### src/rtl/midi_uart_tx.sv
// MIDI OUT serializer: one byte per strobe as an 8N1 frame (start, 8 data LSB first, stop).
// Runs from the 125 kHz sample clock; CLKS_PER_BIT=4 yields the 31.25 kbaud MIDI rate.
module midi_uart_tx #(
    parameter int CLKS_PER_BIT = 4,
    parameter int DATA_BITS    = 8
) (
    input  logic                 clk,
    input  logic                 rst,
    input  logic                 tx_strobe,
    input  logic [DATA_BITS-1:0] data,
    output logic                 tx,
    output logic                 busy
);

    localparam int CNT_W = (CLKS_PER_BIT > 1) ? $clog2(CLKS_PER_BIT) : 1;
    localparam logic [CNT_W-1:0] CNT_LAST = CNT_W'(CLKS_PER_BIT - 1);
    localparam logic [2:0]       BIT_LAST = 3'(DATA_BITS - 1);

    typedef enum logic [1:0] {
        S_IDLE,
        S_START,
        S_DATA,
        S_STOP
    } state_t;

    state_t               state_q, state_d;
    logic [CNT_W-1:0]     clk_cnt_q, clk_cnt_d;
    logic [2:0]           bit_cnt_q, bit_cnt_d;
    logic [DATA_BITS-1:0] shreg_q, shreg_d;
    logic                 tx_d, busy_d;
    logic                 bit_done;

    always_ff @(posedge clk or negedge rst) begin
        if (!rst) begin
            state_q   <= S_IDLE;
            clk_cnt_q <= '0;
            bit_cnt_q <= '0;
            shreg_q   <= '0;
            tx        <= 1'b1;
            busy      <= 1'b0;
        end else begin
            state_q   <= state_d;
            clk_cnt_q <= clk_cnt_d;
            bit_cnt_q <= bit_cnt_d;
            shreg_q   <= shreg_d;
            tx        <= tx_d;
            busy      <= busy_d;
        end
    end

    // tx and busy are computed one edge ahead so both leave the block registered.
    always_comb begin
        state_d   = state_q;
        clk_cnt_d = clk_cnt_q;
        bit_cnt_d = bit_cnt_q;
        shreg_d   = shreg_q;
        tx_d      = tx;
        busy_d    = busy;
        bit_done  = (clk_cnt_q == CNT_LAST);

        if (state_q != S_IDLE) begin
            clk_cnt_d = bit_done ? '0 : clk_cnt_q + 1'b1;
        end

        case (state_q)
            S_IDLE: begin
                if (tx_strobe) begin
                    state_d   = S_START;
                    shreg_d   = data;
                    clk_cnt_d = '0;
                    bit_cnt_d = '0;
                    tx_d      = 1'b0;
                    busy_d    = 1'b1;
                end
            end
            S_START: begin
                if (bit_done) begin
                    state_d = S_DATA;
                    tx_d    = shreg_q[0];
                end
            end
            S_DATA: begin
                if (bit_done) begin
                    if (bit_cnt_q == BIT_LAST) begin
                        state_d = S_STOP;
                        tx_d    = 1'b1;
                    end else begin
                        // Next bit is shreg_q[1], i.e. bit 0 after the shift.
                        shreg_d   = shreg_q >> 1;
                        tx_d      = shreg_q[1];
                        bit_cnt_d = bit_cnt_q + 3'd1;
                    end
                end
            end
            S_STOP: begin
                if (bit_done) begin
                    state_d = S_IDLE;
                    busy_d  = 1'b0;
                end
            end
            default: begin
                state_d = S_IDLE;
                tx_d    = 1'b1;
                busy_d  = 1'b0;
            end
        endcase
    end

endmodule

### config.mk
export PLATFORM = sky130hd
export DESIGN_NAME = midi_uart_tx
export DESIGN_NICKNAME = d
export VERILOG_FILES = /design/src/rtl/midi_uart_tx.sv
export SDC_FILE = /design/constraint.sdc
export NUM_CORES = 1
export LEC_CHECK = 0
export ABC_AREA = 1
export BUFFER_PORTS_ARGS = -buffer_cell sky130_fd_sc_hd__buf_2
export CORE_MARGIN = 2
export CORE_UTILIZATION = 45
export DETAILED_ROUTE_END_ITERATION = 10
export GPL_TIMING_DRIVEN = 0
export SLEW_MARGIN = 20
export SYNTH_ARGS = -nofsm -noshare
export SYNTH_HDL_FRONTEND = slang
export SYNTH_SLANG_ARGS = --single-unit
### constraint.sdc
create_clock -name clk -period 2.3 [get_ports clk]
set_input_delay 0.115 -clock clk [delete_from_list [all_inputs] [get_ports clk]]
set_output_delay 0.115 -clock clk [all_outputs]
set_load 0.05 [all_outputs]
==> impl_metrics.ini, run 1 <==
[sta]
hold_viol_final = 0
max-slew-margin-rel = 0.7395
drv_slew = 0
finalSetupViolCount = 0
worst_slew_pin_slew_ns = 0.3907
tns_ns = 0
fin_crit_ns = 1.571
layout_setup_ws_ns = 0.7292
rsz0062_at_grt = no
fin_crit_sh = 0.6830
whs_ns = 0.07821
max_freq_ghz = 0.6366
skew_ns = 0.004956

[worst_setup_path]
regToRegEndpoint = shreg_q[3]
crit_path_start_kind = register
r2r_cells = 6
rrSetupSlack_ns = 0.73
worstReg2RegStart = state_q[0]
crit_arrival_ns = 1.75
crit_fanout = 10
endpoint_kind = register
worstPathRequired_ns = 2.48
crit_type = reg2reg

[grt]
first_global_vias = 816
grt_pass1_wl_mm = 3.408
grt-ovfl-total = 0
grt_max_degree = 18
grt_use_total = 0.1775
grt_antenna_before_repair = 0

[placement]
placed_area_um2 = 1102
place_congestion = 0.7830
io_buffers = 12
dp_hpwl_mm = 1.410
place_inst = 153
place_ws_ns = 0.7164

[routing]
first_iter_violations = 4
finalWirelength_mm = 1.817
viasPerCell = 4.943
drc_errors = 0
antenna_left = 0
firstDrtPassIters = 4
routedWlPerCell_um = 11.50
vias = 781

[power]
irDropWorstVdd_v = 0.0006108
leakage_nw = 0.5721
finalPower_mw = 1.548
power_density_nw_per_um2 = 1360

[clocking]
cts.sinks = 17
cts_tree = yes
clk_latency_ns = 0.28
ctsResizeCount = 0
htree_levels = 1
clk_pin_slew_ns = 0.09
cts_buffer_depth = 2
post_cts_buffers = 0
root_buffer = clkbuf_4
ctsHoldBuffers = 1
numCtsBuffers = 3

[logic_synthesis]
yosys.cell_types.count = 21
yosysWarnings = 0
synth_ff_type = dfrtp_1
syn_area_per_cell_um2 = 8.913
netlist_area_um2 = 1007
syn_inst = 113
synthesis.nets = 133
async_flop_share = 1.000
ys_ff_latch = 17
synth-edff-count = 0
yosysSeqAreaShare = 0.4236

[die]
start_util = 0.4642
dieArea_um2 = 2633
io_pins = 13
core_um2 = 2170
num_rows = 17
chipHeight_um = 51.31
fp.dieW_um = 51.31

[cells_and_area]
antennaDiodeCount = 0
final_area_um2 = 1139
multi_input_area_um2 = 511.7
final_common_cell = nand2_1
post-route-util = 0.5248
drive_gt1_frac = 0.3308
finalNonFillerCells = 158
final_cell_mix = nand2_1, dfrtp_1, o21ai_0, buf_2, o21ai_2
nNetsFinal = 151
area_growth_pct = 13.04
final-seq-area_um2 = 426.7
fillers = 224

[flow_run]
maxCapViolCount = 0

[outcome]
status = finished, final reports clean

[worst_hold_path]
min_path_type = in2reg
min_to = shreg_q[7]
hold_start = data[7]
min_path_cells = 3
[how the worst max path moves through the flow]
stage | to | cells after the start | startpoint
after global placement | shreg_q[5] | 6 | state_q[0]
after CTS | shreg_q[3] | 6 | state_q[0]
final | shreg_q[3] | 6 | state_q[0]
after floorplan | shreg_q[0] | 7 | bit_cnt_q[0]
after detailed placement | shreg_q[3] | 6 | state_q[0]
after global routing | state_q[0] | 7 | state_q[0]
[synthesized netlist by cell type, types with 2 or more instances]
cell      n  area share
nand2_1  25       0.093
dfrtp_1  16        0.40
o21ai_0  12       0.060
o21ai_2  11       0.096
inv_1    10       0.037
ha_1      9        0.11
or2_2     8       0.050
nor2_1    4       0.015
nand3_1   3       0.015
buf_6     2       0.022
nand2_2   2       0.012
nand4_1   2       0.012
[where the power goes]
group | internal [mW] | switching [mW] | total (mW)
Combinational | 0.354 | 0.528 | 0.882
Clock | 0.0673 | 0.0868 | 0.154
Sequential | 0.430 | 0.0822 | 0.512
[worst max-delay path, cell delays in order (launching register included)]
cell	delay, ns
dfrtp_1	0.41
inv_1	0.10
ha_1	0.26
clkbuf_2	0.20
or2_2	0.31
o21ai_0	0.11
o21ai_2	0.09
[final cells by class]
cell class	instances	area share
Multi-Input combinational cell	82	0.4495
Sequential cell	17	0.3747
Timing Repair Buffer	13	0.06154
Inverter	11	0.03626
Tap cell	28	0.03077
Buffer	3	0.02418
Clock buffer	4	0.02308
[sequential cells by signal, indices dropped and copies added (netlist names)]
signal and count:
bit_cnt_q 3, state_q 2, busy 1, shreg_q 8
tx 1, clk_cnt_q 2
[metal layers]
metal	wire length (um)	GRT usage	up-vias
li1	-	-	400
met1	805	0.1993	365
met2	931	0.3290	12
met3	53	0.03509	4
met4	27	0.06579	0
met5	0	0	-
[kinds of logic after synthesis]
| group | Yosys count | synth area share |
|---|---|---|
| adders and majority gates | 9 | 0.1118 |
| DFF | 17 | 0.4236 |
| AOI/OAI and AO/OA | 27 | 0.1814 |
| buffers and inverters | 14 | 0.06832 |
| and+or+nand+nor | 46 | 0.2149 |
Note: power is estimated with default switching activity, not from simulation.
==> run 2, diff against run 1 <==
- clock period: 2.3 -> 1.5 ns (I/O delays scaled with it)
==> impl_metrics.ini, run 2 (same netlist as run 1, synthesis figures left out) <==
[placement]
io_buffers = 12
place_ws_ns = -0.08362
dp_hpwl_mm = 1.410
place_inst = 153
place_congestion = 0.7830

[die]
dieArea_um2 = 2633
start_util = 0.4642
num_rows = 17
core_um2 = 2170
io_pins = 13
chipHeight_um = 51.31
fp.dieW_um = 51.31

[sta]
rsz0062_at_grt = yes
drv_slew = 0
worst_slew_pin_slew_ns = 0.3944
max_freq_ghz = 0.6985
tns_ns = 0
fin_crit_ns = 1.432
max-slew-margin-rel = 0.7371
layout_setup_ws_ns = 0.06830
finalSetupViolCount = 0
fin_crit_sh = 0.9545
skew_ns = 0.005757
hold_viol_final = 0
whs_ns = 0.03822

[cells_and_area]
finalNonFillerCells = 160
fillers = 224
nNetsFinal = 153
final-seq-area_um2 = 426.7
reg_top3 = shreg_q x8, bit_cnt_q x3
multi_input_area_um2 = 550.5
final_common_cell = nand2_1
area_growth_pct = 18.63
final_cell_mix = nand2_1, o21ai_2, dfrtp_1, buf_2, inv_1
post-route-util = 0.5508
antennaDiodeCount = 0
regMostFlops = shreg_q
largest_register_ffs = 8
drive_gt1_frac = 0.4167

[worst_setup_path]
endpoint_kind = register
crit_type = reg2reg
crit_arrival_ns = 1.60
crit_path_start_kind = register
crit_fanout = 10
worstPathRequired_ns = 1.67

[power]
power_density_nw_per_um2 = 2129
irDropWorstVdd_v = 0.0009991
leakage_nw = 0.5808

[routing]
finalWirelength_mm = 1.922
first_iter_violations = 3
firstDrtPassIters = 4
drc_errors = 0
antenna_left = 0
viasPerCell = 4.956
vias = 793
routedWlPerCell_um = 12.01

[grt]
grt_use_total = 0.1775
grt-ovfl-total = 0
grt_max_degree = 18
grt_pass1_wl_mm = 3.408
grt_antenna_before_repair = 0
first_global_vias = 816

[flow_run]
maxCapViolCount = 0

[outcome]
status = finished, final reports clean

[worst_hold_path]
min_path_type = in2reg

[clocking]
cts_tree = yes
htree_levels = 1
numCtsBuffers = 3
root_buffer = clkbuf_4
clk_pin_slew_ns = 0.10
clk_latency_ns = 0.28
cts_buffer_depth = 2
cts.sinks = 17
run 2: layout make-up:
class / instances / share of cell area
flip-flops and latches: 17 / 0.3571
inverters: 11 / 0.03455
well taps: 28 / 0.02932
repair buffers: 15 / 0.07120
plain buffers: 3 / 0.02513
clock buffers: 4 / 0.02199
multi-input cells: 82 / 0.4607
run 2: per-layer routing:
layer	routed length [um]	part of all wire	global-route usage	vias up
met3	52	0.027	0.03509	4
met1	865	0.45	0.1993	373
met2	980	0.51	0.3290	12
li1	-	-	-	404
met4	23	0.012	0.06579	0
met5	0	0	0	-
run 2: timing repair:
action	4_1_cts	5_1_grt
endpoints found under the hold margin	16	0
resized for setup	4	13
endpoints found under the setup margin	12	13
hold buffers	1	0
pin swaps	0	1
setup buffers	1	1
run 2: final timing paths:
| check | startpoint | end | slack (ns) | cells past startpoint |
|---|---|---|---|---|
| max in group asynchronous | rst | tx | 0.94 | 2 |
| hold reg to reg | shreg_q[0] | shreg_q[0] | 0.49 | 2 |
| setup / recovery | state_q[0] | shreg_q[1] | 0.07 | 6 |
| setup reg to reg | state_q[0] | shreg_q[1] | 0.07 | 6 |
| min in group asynchronous | rst | clk_cnt_q[0] | 0.23 | 2 |
| hold / removal | data[7] | shreg_q[7] | 0.04 | 3 |
run 2: per-stage QoR:
stage / total power, mW / area (um2)
floorplan: 1.888 / 1007
global placement: 2.140 / 1102
detailed placement: 2.174 / 1102
CTS: 2.474 / 1154
global route: 2.814 / 1195
finish: 2.543 / 1195
run 2: where the power goes:
group          leakage [nW]  total [mW]  switching, mW  internal, mW
clock                0.0150       0.236          0.133         0.103
combinational         0.358        1.51          0.873         0.639
sequential            0.208       0.795          0.135         0.660
total                 0.581        2.54           1.14          1.40
run 2: worst max-delay path: stages (launching register included):
cell	delay [ns]
dfrtp_1	0.38
inv_2	0.07
ha_2	0.22
buf_4	0.18
or2_2	0.29
o21ai_0	0.10
o21ai_2	0.09
==> run 3, diff against run 2 <==
- clock period: 1.5 -> 1.7 ns (I/O delays scaled with it)
==> impl_metrics.ini, run 3 (same netlist as run 1, synthesis figures left out) <==
[routing]
first_iter_violations = 6
antenna_left = 0
firstDrtPassIters = 2
finalWirelength_mm = 1.846
routedWlPerCell_um = 11.61
vias = 787
viasPerCell = 4.950
drc_errors = 0

[worst_setup_path]
cp_slowest_cell = dfrtp_1
worstPathRequired_ns = 1.87
crit_buf_inv = 1
worstReg2RegStart = bit_cnt_q[0]
crit_top_cell = ha_1
crit_type = reg2reg
slowest_delay_ns = 0.40
endpoint_kind = register
path_cells = ha_1 -> ha_1 -> o21ai_0 -> nand2_2 -> buf_6 -> nand2_1 -> o21ai_2
crit_start = bit_cnt_q[0]
path_delay_family = adder cells
crit_path_start_kind = register
crit_fanout = 10
crit_arrival_ns = 1.70

[die]
io_pins = 13
start_util = 0.4642
fp.dieW_um = 51.31
num_rows = 17
chipHeight_um = 51.31
core_um2 = 2170
dieArea_um2 = 2633

[power]
finalPower_mw = 2.126
irDropWorstVdd_v = 0.0008279
power_density_nw_per_um2 = 1849
leakage_nw = 0.5782

[grt]
grt_pass1_wl_mm = 3.408
grt_antenna_before_repair = 0
grt_max_degree = 18
grt_use_total = 0.1775
first_global_vias = 816
grt-ovfl-total = 0

[placement]
placed_area_um2 = 1102
place_inst = 153
place_congestion = 0.7830
io_buffers = 12
dp_hpwl_mm = 1.410

[outcome]
status = finished, final reports clean

[cells_and_area]
drive_gt1_frac = 0.3435
finalNonFillerCells = 159
regMostFlops = shreg_q
nNetsFinal = 152
reg_top3 = shreg_q x8, bit_cnt_q x3
area_growth_pct = 14.16
largest_register_ffs = 8
final_common_cell = nand2_1
final_area_um2 = 1150
final_cell_mix = nand2_1, dfrtp_1, o21ai_0, o21ai_2, buf_2
antennaDiodeCount = 0

[clocking]
htree_levels = 1
numCtsBuffers = 3
root_buffer = clkbuf_4
cts.sinks = 17
clk_latency_ns = 0.28
cts_buffer_depth = 2
clk_pin_slew_ns = 0.09
cts_tree = yes

[flow_run]
maxCapViolCount = 0

[sta]
skew_ns = 0.004740
fin_crit_ns = 1.530
max-slew-margin-rel = 0.7393
max_freq_ghz = 0.6535
fin_crit_sh = 0.9001
drv_slew = 0
hold_viol_final = 0
tns_ns = 0
rsz0062_at_grt = no
finalSetupViolCount = 0
worst_slew_pin_slew_ns = 0.3910

[worst_hold_path]
min_path_type = in2reg
hold_start = data[7]
-- run 3: cell count changes in the layout (fill, tap and decap cells not counted), sizes merged --
| cell | delta |
|---|---|
| buf | -2 |
| clkbuf | +1 |
-- run 3: what timing repair did --
| item | in CTS | in global routing |
|---|---|---|
| endpoints found under the setup margin | 0 | 5 |
| endpoints found under the hold margin | 16 | 0 |
| hold buffers | 1 | 0 |
| resized for setup | 0 | 1 |
| buffers inserted | 0 | 1 |
-- run 3: path summary, 6_finish.rpt --
check,end,slack (ns),cells after the start
worst max-delay path,shreg_q[1],0.17,7
worst min-delay path,shreg_q[7],0.05,3
worst max register to register,shreg_q[1],0.17,7
worst min register to register,shreg_q[0],0.49,2
max in group asynchronous,tx,1.14,2
min in group asynchronous,clk_cnt_q[0],0.24,2
-- run 3: cell type report --
class / instances / area (um2)
flip-flops and latches: 17 / 426.7
inverters: 11 / 41.29
plain buffers: 3 / 27.53
well taps: 28 / 35.03
repair buffers: 14 / 77.57
clock buffers: 4 / 26.28
multi-input cells: 82 / 515.5
fillers: 226 / 1020
-- run 3: report_power, final --
group	total [mW]	internal, mW	leakage [nW]	switching, mW
Sequential	0.687	0.582	0.208	0.105
Combinational	1.23	0.499	0.355	0.731
Clock	0.209	0.0911	0.0150	0.118
-- run 3: worst register-to-register path, delay by kind of cell, from the launching register on --
family | cells | cell delay (ns)
AO/OA/AOI/OAI | 2 | 0.26
adder cells (fa/ha/maj) | 2 | 0.41
AND/OR/NAND/NOR | 2 | 0.19
buffers and inverters | 1 | 0.16
flip-flops | 1 | 0.40
-- run 3: per-stage QoR --
stage / setup WS, ns / hold WS, ns / util
2_1_floorplan: 0.2814 / -0.2106 / -
3_3_place_gp: 0.1389 / 0.03183 / 0.5081
3_5_place_dp: 0.1164 / 0.03461 / 0.5081
4_1_cts: 0.1006 / 0.03628 / 0.5248
5_1_grt: 0.03128 / 0.03322 / 0.5300
6_report: 0.1698 / 0.04824 / 0.5300
-- run 3: layer usage --
layer  track usage  wire [um]  vias up
met3       0.03509         53        4
met1        0.1993        818      368
met4       0.06579         27        0
li1              -          -      403
met2        0.3290        947       12
met5             0          0        -
